==> src/rtl/dds_pkg.sv <==
// rtl/dds_pkg.sv - shared types and constants for the DDS parameter/display sequencer
//
// Purpose: display-FSM state encoding, display-source codes and default
//          datapath widths used by dds_controller and its bench.
// Ports:   none (package).

package dds_pkg;

  localparam int DEF_TW_WIDTH   = 16;
  localparam int DEF_AMPL_WIDTH = 8;

  // Display source codes; also used for the converter source and LastSel.
  localparam logic DISP_FREQ = 1'b0;
  localparam logic DISP_AMPL = 1'b1;

  typedef enum logic [1:0] {
    ST_IDLE  = 2'd0,
    ST_START = 2'd1,
    ST_WAIT  = 2'd2
  } dispState_t;

endpackage

==> src/rtl/dds_controller_satcnt.sv <==
// rtl/dds_controller_satcnt.sv - up/down counter that clamps at 0 and MAX_VAL
//
// Purpose: holds a value stepped by single-cycle Inc/Dec pulses, saturating
//          at 0 and MAX_VAL. Changed_o is a registered pulse that rises in the
//          same cycle the new value becomes visible.
// Ports:   Clock, Reset (async, active-high)
//          Inc_i, Dec_i  one-cycle step requests (both together = no step)
//          Value_o       current value
//          Changed_o     one-cycle pulse when Value_o just changed

module saturating_counter #(
  parameter int               WIDTH     = 8,
  parameter logic [WIDTH-1:0] RESET_VAL = '0,
  parameter logic [WIDTH-1:0] MAX_VAL   = '1
) (
  input  logic             Clock,
  input  logic             Reset,
  input  logic             Inc_i,
  input  logic             Dec_i,
  output logic [WIDTH-1:0] Value_o,
  output logic             Changed_o
);

  localparam logic [WIDTH-1:0] ONE = {{(WIDTH-1){1'b0}}, 1'b1};

  always_ff @(posedge Clock or posedge Reset) begin
    if (Reset) begin
      Value_o   <= RESET_VAL;
      Changed_o <= 1'b0;
    end else begin
      Changed_o <= 1'b0;
      if (Inc_i && !Dec_i && (Value_o != MAX_VAL)) begin
        Value_o   <= Value_o + ONE;
        Changed_o <= 1'b1;
      end else if (Dec_i && !Inc_i && (Value_o != '0)) begin
        Value_o   <= Value_o - ONE;
        Changed_o <= 1'b1;
      end
    end
  end

endmodule

==> src/rtl/dds_controller.sv <==
// rtl/dds_controller.sv - DDS tuning/amplitude registers and BCD display sequencer
//
// Purpose: keeps saturating tuning-word and amplitude registers driven by
//          encoder step pulses, commits the tuning word phase-coherently at
//          accumulator wrap, and time-shares one BCD converter between the
//          frequency and amplitude readouts with a timed amplitude hold.
// Ports:   Clock, Reset (async, active-high)
//          FreqInc_i/FreqDec_i    tuning-word step pulses
//          AmplInc_i/AmplDec_i    amplitude step pulses
//          PhaseWrap_i            accumulator overflow pulse
//          TuningWord_o           committed tuning word
//          Amplitude_o            amplitude scale
//          ConvStart_o/ConvValue_o/ConvDone_i  BCD converter handshake
//          DisplaySel_o           0 = frequency shown, 1 = amplitude shown

module dds_controller
  import dds_pkg::*;
#(
  parameter int TW_WIDTH    = DEF_TW_WIDTH,
  parameter int TW_RESET    = 1,
  parameter int TW_MAX      = 65535,
  parameter int AMPL_WIDTH  = DEF_AMPL_WIDTH,
  parameter int AMPL_RESET  = 255,
  parameter int HOLD_CYCLES = 50_000_000
) (
  input  logic                  Clock,
  input  logic                  Reset,
  input  logic                  FreqInc_i,
  input  logic                  FreqDec_i,
  input  logic                  AmplInc_i,
  input  logic                  AmplDec_i,
  input  logic                  PhaseWrap_i,
  output logic [TW_WIDTH-1:0]   TuningWord_o,
  output logic [AMPL_WIDTH-1:0] Amplitude_o,
  output logic                  ConvStart_o,
  output logic [TW_WIDTH-1:0]   ConvValue_o,
  input  logic                  ConvDone_i,
  output logic                  DisplaySel_o
);

  localparam int              HOLD_W    = $clog2(HOLD_CYCLES + 1);
  localparam logic [HOLD_W-1:0] HOLD_LOAD = HOLD_W'(HOLD_CYCLES);
  localparam logic [HOLD_W-1:0] HOLD_ONE  = HOLD_W'(1);

  logic [TW_WIDTH-1:0] twPending;
  logic                twChangedUnused;
  logic                amplChanged;
  logic                twCommit;
  logic                twCommitChange;

  logic                freqDirty;
  logic                amplDirty;
  logic                lastSel;
  logic                curSrc;

  logic                holdActive;
  logic [HOLD_W-1:0]   holdCount;
  logic                holdExpire;

  dispState_t          state;
  dispState_t          nextState;
  logic                pickValid;
  logic                pickSrc;
  logic                convDoneAccepted;

  saturating_counter #(
    .WIDTH    (TW_WIDTH),
    .RESET_VAL(TW_WIDTH'(TW_RESET)),
    .MAX_VAL  (TW_WIDTH'(TW_MAX))
  ) twCounter (
    .Clock    (Clock),
    .Reset    (Reset),
    .Inc_i    (FreqInc_i),
    .Dec_i    (FreqDec_i),
    .Value_o  (twPending),
    .Changed_o(twChangedUnused)
  );

  saturating_counter #(
    .WIDTH    (AMPL_WIDTH),
    .RESET_VAL(AMPL_WIDTH'(AMPL_RESET)),
    .MAX_VAL  ({AMPL_WIDTH{1'b1}})
  ) amplCounter (
    .Clock    (Clock),
    .Reset    (Reset),
    .Inc_i    (AmplInc_i),
    .Dec_i    (AmplDec_i),
    .Value_o  (Amplitude_o),
    .Changed_o(amplChanged)
  );

  // A zero tuning word never wraps, so it is committed every cycle instead.
  // twPending is read before this edge's step lands, so a step coinciding
  // with a wrap waits for the next wrap.
  assign twCommit       = PhaseWrap_i || (TuningWord_o == '0);
  assign twCommitChange = twCommit && (twPending != TuningWord_o);

  always_ff @(posedge Clock or posedge Reset) begin
    if (Reset) begin
      TuningWord_o <= TW_WIDTH'(TW_RESET);
    end else if (twCommit) begin
      TuningWord_o <= twPending;
    end
  end

  // Display FSM: next state and source selection.
  always_comb begin
    nextState        = state;
    pickValid        = 1'b0;
    pickSrc          = DISP_FREQ;
    convDoneAccepted = 1'b0;
    case (state)
      ST_IDLE: begin
        if (freqDirty || amplDirty) begin
          pickValid = 1'b1;
          if (freqDirty && amplDirty) begin
            pickSrc = ~lastSel;
          end else if (amplDirty) begin
            pickSrc = DISP_AMPL;
          end else begin
            pickSrc = DISP_FREQ;
          end
          nextState = ST_START;
        end
      end
      ST_START: nextState = ST_WAIT;
      ST_WAIT: begin
        if (ConvDone_i) begin
          convDoneAccepted = 1'b1;
          nextState        = ST_IDLE;
        end
      end
      default: nextState = ST_IDLE;
    endcase
  end

  assign ConvStart_o = (state == ST_START);

  always_ff @(posedge Clock or posedge Reset) begin
    if (Reset) begin
      state        <= ST_IDLE;
      ConvValue_o  <= '0;
      curSrc       <= DISP_FREQ;
      lastSel      <= DISP_AMPL;
      DisplaySel_o <= DISP_FREQ;
    end else begin
      state <= nextState;
      if (pickValid) begin
        curSrc      <= pickSrc;
        ConvValue_o <= (pickSrc == DISP_AMPL) ? TW_WIDTH'(Amplitude_o) : TuningWord_o;
      end
      if (convDoneAccepted) begin
        DisplaySel_o <= curSrc;
        lastSel      <= curSrc;
      end
    end
  end

  // Set wins over clear: a change landing in the capture cycle must still
  // produce a fresh conversion afterwards.
  always_ff @(posedge Clock or posedge Reset) begin
    if (Reset) begin
      freqDirty <= 1'b1;
      amplDirty <= 1'b0;
    end else begin
      if (twCommitChange || holdExpire) begin
        freqDirty <= 1'b1;
      end else if (pickValid && (pickSrc == DISP_FREQ)) begin
        freqDirty <= 1'b0;
      end
      if (amplChanged) begin
        amplDirty <= 1'b1;
      end else if (pickValid && (pickSrc == DISP_AMPL)) begin
        amplDirty <= 1'b0;
      end
    end
  end

  // Amplitude-display hold: expiry forces a frequency readout.
  assign holdExpire = holdActive && (holdCount == '0);

  always_ff @(posedge Clock or posedge Reset) begin
    if (Reset) begin
      holdActive <= 1'b0;
      holdCount  <= '0;
    end else if (convDoneAccepted) begin
      if (curSrc == DISP_AMPL) begin
        holdActive <= 1'b1;
        holdCount  <= HOLD_LOAD;
      end else begin
        holdActive <= 1'b0;
        holdCount  <= '0;
      end
    end else if (holdExpire) begin
      holdActive <= 1'b0;
    end else if (holdActive) begin
      holdCount <= holdCount - HOLD_ONE;
    end
  end

endmodule

==> config.mk <==
export PLATFORM = sky130hd
export DESIGN_NAME = dds_controller
export DESIGN_NICKNAME = d
export VERILOG_FILES = /design/src/rtl/dds_pkg.sv /design/src/rtl/dds_controller_satcnt.sv /design/src/rtl/dds_controller.sv
export SDC_FILE = /design/constraint.sdc
export NUM_CORES = 1
export LEC_CHECK = 0
export CORE_ASPECT_RATIO = 0.5
export CORE_MARGIN = 2
export CORE_UTILIZATION = 45
export CTS_CLUSTER_DIAMETER = 40
export CTS_CLUSTER_SIZE = 8
export DETAILED_ROUTE_END_ITERATION = 8
export PLACE_DENSITY = 0.64
export SYNTH_ARGS = -nofsm -noshare
export SYNTH_HDL_FRONTEND = slang
export SYNTH_SLANG_ARGS = --single-unit
==> constraint.sdc <==
create_clock -name Clock -period 4.3 [get_ports Clock]
set_input_delay 0.86 -clock Clock [delete_from_list [all_inputs] [get_ports Clock]]
set_output_delay 0.86 -clock Clock [all_outputs]
set_load 0.01 [all_outputs]
## Word-level counts from Yosys, hierarchy flattened

Index checks and enable logic that the tools add are counted.

| word-level totals | value |
|---|---|
| register bits after elaboration | 91 |
| word-level logic and storage cells | 90 |

| cells by class | value |
|---|---|
| add/sub/neg operators | 5 |
| equality and inequality tests | 8 |
| mux-type cells | 29 |
| bitwise gates (word level) | 2 |
| reductions and logical operators | 33 |

Operators by type and width:

| operator | number |
|---|---|
| 26-bit 2-to-1 mux | 4 |
| 16-bit 2-to-1 mux | 3 |
| 26-bit logical NOT | 1 |
| 26-bit by 1-bit subtractor with 26-bit output (second input constant) | 1 |
| 1-bit 2-to-1 mux | 17 |
| 16-bit by 1-bit adder with 16-bit output (second input constant) | 1 |
| 16-bit logical NOT | 1 |
| 8-bit 2-to-1 mux | 2 |
| 16-bit != test | 1 |
| 16-bit != test (second input constant) | 1 |
| 16-bit nonzero test | 1 |
| 16-bit by 1-bit subtractor with 16-bit output (second input constant) | 1 |
| 1-bit logical AND | 13 |
| 2-bit nonzero test | 6 |
| 8-bit by 1-bit adder with 8-bit output (second input constant) | 1 |
| 8-bit != test (second input constant) | 1 |
| 8-bit nonzero test | 1 |
| 8-bit by 1-bit subtractor with 8-bit output (second input constant) | 1 |
| 2-bit one-hot mux with 3 select lines | 1 |
| 1-bit logical NOT | 4 |
| 2-bit 2-to-1 mux | 2 |
| 2-bit != test (second input constant) | 2 |
| 2-bit AND reduction | 2 |
| 1-bit logical OR | 3 |
| 5 further kinds | 6 |

## Longest topological paths before layout

| logic depth | value |
|---|---|
| word-level depth | 8 |
| depth in mapped cells | 10 |
| mapped depth without buffers | 10 |

## Hierarchy

A second synthesis with hierarchy kept.

| second synthesis, totals | value |
|---|---|
| cells, all modules | 510 |
| area, all modules | 5340.1 um^2 |

By module, submodules not included:

| module | times used | cells an instance | area an instance (um^2) |
|---|---|---|---|
| dds_controller | 1 | 284 | 3173.0 |
| saturating_counter (twCounter) | 1 | 150 | 1423.9 |
| saturating_counter (amplCounter) | 1 | 76 | 743.2 |

## Worst setup path after synthesis

OpenSTA, ideal clock, no wires.

| timing path | value |
|---|---|
| path type | register to register |
| from | reg twCounter.Value_o[0] |
| to | reg twCounter.Value_o[10] |
| setup time | 125 ps |
| data arrival time | 3941 ps |
| data required time | 4175 ps |
| setup slack | 233 ps |
| stages on the path, launching flop included | 10 |
| path buffers | 0 |
| clock period less this slack | 4067 ps |
| cell sequence | dfstp_2 nand4_1 o41ai_1 ha_1 nor2b_1 o31ai_1 a21oi_1 a41oi_1 xnor2_1 mux2_2 |

| on the way | value |
|---|---|
| cells in the longest elaborated chain, start to end | 3 |

RTL lines:

| element | RTL line | text |
|---|---|---|
| from (decl) | dds_controller_satcnt.sv:20 | `output logic [WIDTH-1:0] Value_o,` |
| from (signal assigned) | dds_controller_satcnt.sv:33 | `Value_o <= Value_o + ONE;` |
| from (signal assigned) | dds_controller_satcnt.sv:36 | `Value_o <= Value_o - ONE;` |
| 16-bit by 1-bit subtractor with 16-bit output (tied with other cells) | dds_controller_satcnt.sv:36 |  |
| 16-bit 2-to-1 mux (tied with other cells) | dds_controller_satcnt.sv:35 | `end else if (Dec_i && !Inc_i && (Value_o != '0)) begin` |
| 16-bit 2-to-1 mux / 2-bit nonzero test (equally long branches) | -- |  |

Several ways; a longest one is shown, not always the timed one. The select of a mux whose other input is x is not followed.
A chain may end at the register's enable or synchronous reset.

## Worst setup path in the final report

| timing path | value |
|---|---|
| from | reg twCounter.Value_o[6] |
| to | reg twCounter.Value_o[14] |

Same word-level chain as after synthesis.

==> qor.yml <==
status: "finished, final reports clean"
ys_ff_latch: 91
cpPeakStageDelay_ps: 820
clock-root-buffer: "clkbuf_16"
drt_pass1_iterations: 4
worstReg2RegEnd: "twCounter.Value_o[14]"
vias: 3867
final.setup_skew_ps: 5.427
final_common_cell: "dfrtp_1"
grt_pass1_vias: 3837
synth.distinct_cells: 63
io_buffers: 49
dp_cells: 679
critPathMaxFanout: 10
drv_cap: 0
synth_nets: 525
ctsHoldBuffers: 0
grtUsageTotal: 0.1987
crit_slowest_cell: "o41ai_2"
synth_mux_area_frac: 0.05021
grt_max_degree: 47
fp-row-count: 27
cts-htree-levels: 3
synth_compound_area_frac: 0.1459
post-cts-setup-buffers: 0
crit_start: "twCounter.Value_o[6]"
synthArstFlopShare: 1.000
cts_tree: "built"
endpoint_kind: "register"
grt_first_pass_wirelength_um: 19290
r2r_slack_ps: 710
clock_path_buffers: 2
final_nets: 577
r2r_cells: 10
reg2reg_from: "twCounter.Value_o[6]"
syn_inst: 493
routed_wl_um: 11190
io_pins: 50
tightest_slew_ps: 1002
setup_viol: 0
drt_iter0_markers: 193
power.density_cell_area_nw_per_um2: 820.8
fp.dieW_um: 153.9
ys.flop_type: "dfrtp_1"
min_period_over_period: 0.8342
antenna_cells: 0
clkSinkCount: 91
power_leakage_nw: 2.496
die_h_um: 78.97
yosys.area_share.xor_xnor: 0.09869
cts_made_buffers: 9
final_cells: 695
cts_resized: 0
fin_tns_setup_ps: 0
post_drt_wl_per_cell_um: 16.10
hp-class: "reg -> reg"
dp_hpwl_um: 7899
slew_headroom: 0.3246
synth_top_family_by_area: "simple AND/OR/NAND/NOR gates"
fmax_mhz: 278.8
clock_latency_ps: 340
cp.arrival_ps: 3820
hold_violations: 0
mostFrequentLayoutCells: "dfrtp_1, clkdlybuf4s50_1, nor2_1, a21oi_1, xnor2_1"
startpoint_type: "register"
crit_type: "reg -> reg"
gp_congestion: 0.8619
drive_gt1_frac: 0.1200
ys_warn_count: 0
drcViolationCount: 0
seq_area_frac_synth: 0.4531
dieArea_um2: 12160
antenna_found_initial: 0
clk_pin_slew_ps: 70
ant_nets: 0
initial_core_util: 0.4607
crit_chain: "nand4_1 > o41ai_2 > buf_4 > ha_1 > o21ai_0 > nor2_1 > a221o_1 > a41oi_1 > xnor2_1 > mux2_2"
fin_crit_ps: 3587
overflow: 0
netlist_area_um2: 5059
whs_ps: 452.8
crit_required_ps: 4530
grt_setup_unrepaired: "no"
synthAdderAreaFrac: 0.06233
synth.avg_cell_area_um2: 10.26
core-area_um2: 10980
slew_violations: 0
crit_end: "twCounter.Value_o[14]"
viasPerCell: 5.564
synth-simple-area-share: 0.1598
synth_edf_count: 0
place_ws_ps: 640.1
area_growth_pct: 19.52
layout_setup_ws_ps: 713.0
ir_worst_vdd_mv: 0.2745
## where the power goes
group	leakage [nW]	internal [mW]	switching [mW]	total, mW
clock network	0.155	0.474	0.348	0.822
registers	1.07	1.29	0.543	1.84
logic	1.27	1.21	1.10	2.30
## synthesized netlist by cell type, drive strengths merged, types with 14 or more instances
cell type	count	share of area
mux2	19	0.042
xor2	16	0.028
dfrtp	79	0.39
nand2	28	0.021
inv	27	0.020
o21ai	14	0.014
xnor2	41	0.071
ha	22	0.054
a21oi	43	0.043
nor4	16	0.023
nor2	47	0.035
## critical path: cells and delay by family (launching register included)
kind                     cells  cell delay, ps
AO/OA/AOI/OAI                4            1670
XOR/XNOR                     1              90
multiplexers                 1             260
AND/OR/NAND/NOR              2             310
flip-flops                   1             540
adder cells (fa/ha/maj)      1             300
buffers and inverters        1             310
## how the worst min path moves through the flow
stage / startpoint / end / slack [ps] / cells past startpoint
floorplan: amplCounter.Changed_o / amplDirty / 420 / 1
global placement: amplCounter.Changed_o / amplDirty / 430 / 1
detailed placement: amplCounter.Changed_o / amplDirty / 440 / 1
CTS: amplCounter.Changed_o / amplDirty / 460 / 1
global route: lastSel / lastSel / 480 / 2
finish: amplCounter.Changed_o / amplDirty / 450 / 1
## metal layers
metal | routed length (µm) | GRT usage | share of wire | vias up
met5 | 0 | 0 | 0 | -
met4 | 116 | 0.06168 | 0.010 | 0
met3 | 335 | 0.03603 | 0.030 | 11
met2 | 5375 | 0.3363 | 0.48 | 52
met1 | 5360 | 0.2630 | 0.48 | 1901
li1 | - | - | - | 1903
## state kept, by name, summed over array words and instances (netlist names)
| register | flops |
|---|---|
| twCounter.Value_o | 16 |
| TuningWord_o | 16 |
| holdCount | 26 |
| amplCounter.Value_o | 8 |
| ConvValue_o | 16 |
| amplCounter.Changed_o | 1 |
| DisplaySel_o | 1 |
| lastSel | 1 |
| holdActive | 1 |
| curSrc | 1 |
| freqDirty | 1 |
| state | 2 |
| amplDirty | 1 |
## stage by stage
stage / area (µm²) / power [mW] / util
floorplan: 5059 / 3.314 / -
global placement: 5734 / 4.102 / 0.5223
detailed placement: 5734 / 4.148 / 0.5223
CTS: 6046 / 4.997 / 0.5507
global route: 6046 / 5.350 / 0.5507
finish: 6046 / 4.962 / 0.5507
## area by class of cell
cell class              count  area (µm²)
flip-flops and latches     91        2292
clock inverters             6       72.57
fillers                   940        4933
inverters                  27       102.6
well taps                 145       181.4
repair buffers             54       528.0
multi-input cells         362        2630
clock buffers              10       239.0
## logic make-up after synthesis
logic type | after synthesis
compound gates | 107
fa+ha+maj | 24
buf+inv | 40
simple gates | 151
mux | 23
xor+xnor | 57
flops | 91
(Power assumes the default switching activity.)
